### config.mk
export PLATFORM = sky130hd
export DESIGN_NAME = bit_error_injector
export DESIGN_NICKNAME = d
export VERILOG_FILES = /design/src/rtl/bit_error_injector.sv
export SDC_FILE = /design/constraint.sdc
export NUM_CORES = 1
export LEC_CHECK = 0
export ABC_AREA = 1
export CAP_MARGIN = 30
export CELL_PAD_IN_SITES_DETAIL_PLACEMENT = 1
export CELL_PAD_IN_SITES_GLOBAL_PLACEMENT = 2
export CORE_UTILIZATION = 32
export CTS_CLUSTER_SIZE = 30
export DETAILED_ROUTE_END_ITERATION = 10
export PLACE_DENSITY = 0.78
export RECOVER_POWER = 50
export SYNTH_ARGS = -nofsm -noshare
export SYNTH_HDL_FRONTEND = slang
export SYNTH_SLANG_ARGS = --single-unit
### constraint.sdc
create_clock -name clk -period 3.1 [get_ports clk]
set_input_delay 0.31 -clock clk [delete_from_list [all_inputs] [get_ports clk]]
set_output_delay 0.31 -clock clk [all_outputs]
set_load 0.05 [all_outputs]
### src/rtl/bit_error_injector.sv
// rtl/bit_error_injector.sv - flips exactly k LFSR-chosen bits of a byte (optional seed port via SEED_LOAD_EN)
module bit_error_injector (
    input  logic       clk,
    input  logic       rst,
    input  logic       in_valid,
    output logic       in_ready,
    input  logic [7:0] in_data,
    input  logic [3:0] in_weight,
    output logic       out_valid,
    input  logic       out_ready,
    output logic [7:0] out_data,
    output logic [7:0] out_mask
`ifdef SEED_LOAD_EN
    ,
    input  logic       seed_valid,
    input  logic [7:0] seed_in
`endif
);

    localparam logic [7:0] SEED_DEFAULT = 8'hA5;

    typedef enum logic [1:0] {
        IDLE  = 2'd0,
        BUILD = 2'd1,
        HOLD  = 2'd2
    } state_t;

    state_t     state, state_next;
    logic [7:0] ref_data;
    logic [3:0] weight;
    logic [7:0] mask;
    logic [3:0] count;
    logic [7:0] lfsr;

    logic [2:0] idx;
    logic [7:0] hit_mask;
    logic [3:0] hit_count;
    logic       done;
    logic [3:0] weight_clamped;
    logic [7:0] lfsr_step;
    logic       fire;

    always_comb begin
        in_ready       = (state == IDLE);
        out_valid      = (state == HOLD);
        fire           = in_valid && (state == IDLE);
        weight_clamped = (in_weight > 4'd8) ? 4'd8 : in_weight;
        idx            = lfsr[2:0];
        hit_mask       = mask | (8'd1 << idx);
        hit_count      = count + {3'b000, ~mask[idx]};
        done           = (hit_count == weight);
        lfsr_step      = {lfsr[6:0], lfsr[7] ^ lfsr[5] ^ lfsr[4] ^ lfsr[3]};
        state_next     = state;
        case (state)
            IDLE: begin
                if (fire) state_next = (weight_clamped == 4'd0) ? HOLD : BUILD;
            end
            BUILD: begin
                if (done) state_next = HOLD;
            end
            HOLD: begin
                if (out_ready) state_next = IDLE;
            end
            default: state_next = IDLE;
        endcase
    end

    always_ff @(posedge clk or posedge rst) begin
        if (rst) state <= IDLE;
        else     state <= state_next;
    end

    always_ff @(posedge clk or posedge rst) begin
        if (rst) begin
            ref_data <= 8'h00;
            weight   <= 4'd0;
            mask     <= 8'h00;
            count    <= 4'd0;
            lfsr     <= SEED_DEFAULT;
            out_data <= 8'h00;
            out_mask <= 8'h00;
        end else begin
            case (state)
                IDLE: begin
`ifdef SEED_LOAD_EN
                    // A zero seed would lock the LFSR, so it maps to the default.
                    if (seed_valid) lfsr <= (seed_in == 8'h00) ? SEED_DEFAULT : seed_in;
`endif
                    if (fire) begin
                        ref_data <= in_data;
                        weight   <= weight_clamped;
                        mask     <= 8'h00;
                        count    <= 4'd0;
                        if (weight_clamped == 4'd0) begin
                            out_data <= in_data;
                            out_mask <= 8'h00;
                        end
                    end
                end
                BUILD: begin
                    mask  <= hit_mask;
                    count <= hit_count;
                    lfsr  <= lfsr_step;
                    if (done) begin
                        out_mask <= hit_mask;
                        out_data <= ref_data ^ hit_mask;
                    end
                end
                default: begin
                end
            endcase
        end
    end

endmodule

# Yosys cells after proc, flatten, opt, wreduce, memory -nomap -nowiden

Cells that the tools add are included.
Widths: inputs -> output; s select.

Input bits: 16
Register bits after elaboration: 50

Shift operators: 1
Multiplexer cells: 20
Reduce and logical (&&, ||, !) cells: 8
Bitwise operators: 6
Equality and inequality tests: 7
Add/subtract/negate cells: 1
Order comparisons: 2

Operators by type and width:

| cell                | count |
|---|---|
| $mux 8              | 7 |
| $pmux 8 s2          | 3 |
| $mux 2              | 4 |
| $mux 4              | 2 |
| $or 8x8->8          | 1 |
| $pmux 4 s2          | 1 |
| $shl 1x3->8 const A | 1 |
| $xor 8x8->8         | 1 |
| $ne 2x1->1 const B  | 3 |
| $pmux 2 s3          | 1 |
| $add 4x1->4         | 1 |
| $eq 4x4->1          | 1 |
| $gt 4x4->1 const B  | 1 |
| $logic_not 4->1     | 1 |
| $lt 3x4->1 const B  | 1 |
| $reduce_and 2->1    | 2 |
| $reduce_and 4->1    | 1 |
| $bmux 1 s3          | 1 |
| $reduce_and 3->1    | 1 |
| $xor 1x1->1         | 3 |
| $eq 2x1->1 const B  | 1 |
| $eq 2x2->1 const B  | 1 |
| $logic_not 2->1     | 1 |
| $ne 2x2->1 const B  | 1 |
| 4 further kinds     | 4 |

# Longest topological paths before layout

Depth in word-level cells: 7
Gate-level depth with buffers: 18

# Least setup slack after synthesis

OpenSTA, ideal clock, no wires.

Path kind: register -> register
From: register lfsr[0]
To: register out_data[0]
Data required time: 2981 ps
Cell stages (with the launch flop): 17
Arrival time: 2405 ps
Clock period less this slack: 2524 ps
Slack: 576 ps
Buffers on the path: 2
Path through: dfstp_2 > buf_2 > inv_1 > nand2_1 > o22ai_1 > o32ai_1 > ha_1 > ha_1 > xnor2_1 > nand2_1 > nor2_2 > nand3_2 > nand2_4 > nand3_4 > buf_6 > nand2_1 > nand2_1

Cells in the longest elaborated chain, start to end: 7
Elaborated cells on any way between the ends: 12

Ends and longest elaborated chain:

| what                              | RTL line | source |
|---|---|---|
| start: declaration                | 33       | `logic [7:0] lfsr;` |
| start signal: assignment          | 103      | `lfsr <= lfsr_step;` |
| $bmux 1 s3                        | 50       | `hit_count = count + {3'b000, ~mask[idx]};` |
| $mux 1 (not written as such)      | 50       |  |
| $not 1->1                         | 50       |  |
| $add 4x1->4                       | 50       |  |
| $eq 4x4->1                        | 51       | `done = (hit_count == weight);` |
| $ne 2x2->1 (no source line)       | -        |  |
| $reduce_and 4->1 (no source line) | -        |  |
| end signal: assignment            | 95       | `out_data <= in_data;` |
| end signal: assignment            | 106      | `out_data <= ref_data ^ hit_mask;` |
| end: declaration                  | 11       | `output logic [7:0] out_data,` |

Parallel ways exist; a longest one is shown, timed or not. The select of a mux whose other input is x is not followed.
A chain may end at the register's enable or synchronous reset.

# Final worst setup path

From: register lfsr[0]
To: register out_data[1]

The elaborated chain is that of the path after synthesis.

==> out/metrics.yaml <==
grt_pass1_wl_um: 11000
final_max_slew_viol_count: 0
yosys_warnings: 0
antenna_found_initial: 0
cts_tree: "yes"
clk_pin_slew_worst_paths_ns: 0.09
rsz0062_at_grt: "false"
holdWs_ns: 0.478
max_slew_margin: 0.310
syn_nets: 341
num_rows: 32
max_slew.worst_pin.slew_ns: 1.04
coreArea_um2: 7690
hpwl_um: 4570
drt_iter0_markers: 69
yosysSeqAreaShare: 0.496
die_w_um: 91.0
place_congestion: 0.725
setup_viol: 0
vdd_drop_max_mv: 0.333
tns_ns: 0
seqCellArea_um2: 1260
cts-hold-fix-buffers: 0
path_class: "flop to flop"
stdcell_count: 460
crit_family: "simple AND/OR/NAND/NOR gates"
path_depth: 14
route.vias.total: 2206
initial_core_util: 0.330
final_cell_area_um2: 3050
synth_ff_type: "dfrtp_1"
multi_input_area_um2: 1070
cp-startpoint: "lfsr[0]"
insertedDiodeCount: 0
max_freq_ghz: 0.347
powerDensity_nw_per_um2: 996
cts_num_sinks: 50
drt-vias-per-instance: 4.80
clock_path_buffers: 2
post-place-ws_ns: 0.242
grt_max_degree: 27
clockRootBuffer: "clkbuf_8"
yosys.area.top_type: "dfrtp_1"
grtUsageMet3: 0.0285
crit_fanout: 19
drive_above_1_share: 0.0698
io_buffers: 33
cts_setup_buffers: 0
grtUsageTotal: 0.167
wirelength_um: 6300
p_leak_nw: 1.50
dp_cells: 451
period_needed_ns: 2.88
ys_ff_latch: 50
path_common_cell: "nand2_1"
crit_slowest_cell: "dfstp_2"
min_from: "lfsr[7]"
first_global_vias: 2281
clkLatencyLatePin_ns: 0.30
num-fill-cells: 985
worst_setup_path_start_kind: "flop"
synth_edf_count: 0
post-route-period-util: 0.929
hold_viol: 0
nets: 375
syn_inst: 323
die_h_um: 91.0
reg2reg_from: "lfsr[0]"
drv_cap: 0
firstDrtPassIters: 4
drc: 0
globalRouteMet2Util: 0.275
pin_count: 34
r2r_setup_slack_ns: 0.22
cts-resized-gates: 0
syn_area_um2: 2530
synth_top_area_frac: 0.454
place_area_um2: 2960
outcome: "complete, no violations"
top_usage_layer: "met2"
cpPeakStageDelay_ns: 0.62
htree_levels: 2
clock_skew_ns: 0.00468
overflow: 0
yosys-top-cells-area: "dfrtp_1 (45%), nand2_1 (18%), inv_1 (5.3%), o21ai_0 (4.9%), nand4_1 (4.2%)"
end_kind: "flop"
arrival_ns: 3.07
cts_buffers: 5
worstPathCellList: "inv_1 > nand2_1 > o22ai_1 > o32ai_1 > ha_1 > ha_1 > xnor2_1 > nand2_1 > nor2_2 > nand3_2 > nand2_4 > nand3_2 > nand2_1 > nand2_1"
drt-wirelength-per-cell_um: 13.7
area_delta_synth_final_pct: 20.5
crit_required_ns: 3.29
ant_nets: 0
die_area_um2: 8280
yosysUniqueCellTypes: 30
crit_end: "out_data[1]"
ys_async_sr_fraction: 1.00
use_met1: 0.226
hold_class: "flop to flop"
syn_avg_cell_area_um2: 7.84
reg2reg_to: "out_data[1]"
netlist_top_cells_count: "nand2_1 (119), dfrtp_1 (46), inv_1 (36)"
crit_buf_inv: 1
layout_setup_ws_ns: 0.219
synth.most_common_cell: "nand2_1"
ff2ff_path_depth: 14
-- report_power, final --
group	internal, mW	switching, mW	total [mW]
Clock	0.181	0.214	0.395
Combinational	0.499	1.12	1.62
Sequential	0.888	0.136	1.02
-- worst register-to-register path, cell delays in order, from the launching register on --
cell     delay [ns]
dfstp_2        0.62
inv_1          0.10
nand2_1        0.12
o22ai_1        0.08
o32ai_1        0.31
ha_1           0.26
ha_1           0.26
xnor2_1        0.14
nand2_1        0.08
nor2_2         0.11
nand3_2        0.09
nand2_4        0.19
nand3_2        0.22
nand2_1        0.13
nand2_1        0.06
-- state kept, by name, summed over array words and instances, names as in the netlist --
signal,cells
count,4
mask,8
weight,4
state,2
lfsr,8
out_data,8
out_mask,8
ref_data,8
-- routing by layer --
| metal | part of all wire | vias to the layer above |
|---|---|---|
| li1 | - | 1113 |
| met1 | 0.49 | 1058 |
| met2 | 0.46 | 28 |
| met3 | 0.031 | 7 |
| met4 | 0.013 | 0 |
| met5 | 0 | - |
-- per-stage QoR --
stage | total power, mW | util
floorplan | 2.22 | -
global placement | 2.63 | 0.385
detailed placement | 2.67 | 0.385
CTS | 3.08 | 0.397
global route | 3.31 | 0.397
finish | 3.04 | 0.397
-- area by class of cell --
cell class,count,area share
multi-input combinational,222,0.352
clock inverter,1,0.00164
timing repair buffer,37,0.114
inverter,41,0.0504
tap,102,0.0418
sequential,50,0.411
clock buffer,7,0.0283
-- worst min-delay path by stage --
stage | end | slack (ns) | cells after the start
final | lfsr[7] | 0.48 | 2
after floorplan | ref_data[3] | 0.43 | 2
after detailed placement | out_data[5] | 0.46 | 2
after CTS | lfsr[1] | 0.39 | 2
after global routing | lfsr[7] | 0.51 | 2
after global placement | out_mask[5] | 0.46 | 2
-- cell usage in the layout, fill, tap and decap left out, types with 2 or more instances in the layout --
master	instances
xnor2_1	4
dfrtp_1	46
nor2_2	2
a21oi_1	3
o21ai_0	25
nand2_2	2
o22ai_1	6
nand2_1	119
nand3_2	2
nor2_1	10
o21ai_1	3
clkbuf_8	6
nand4_1	17
inv_2	3
ha_1	2
clkbuf_1	4
dfstp_2	4
clkdlybuf4s50_1	32
nand3_1	18
inv_1	38
-- logic make-up after synthesis --
| family | synth area share |
|---|---|
| compound gates | 0.0928 |
| xor+xnor | 0.0138 |
| buf+inv | 0.0839 |
| flops | 0.496 |
| simple gates | 0.304 |
| fa+ha+maj | 0.00987 |
Note: power is estimated with default switching activity, not from simulation.
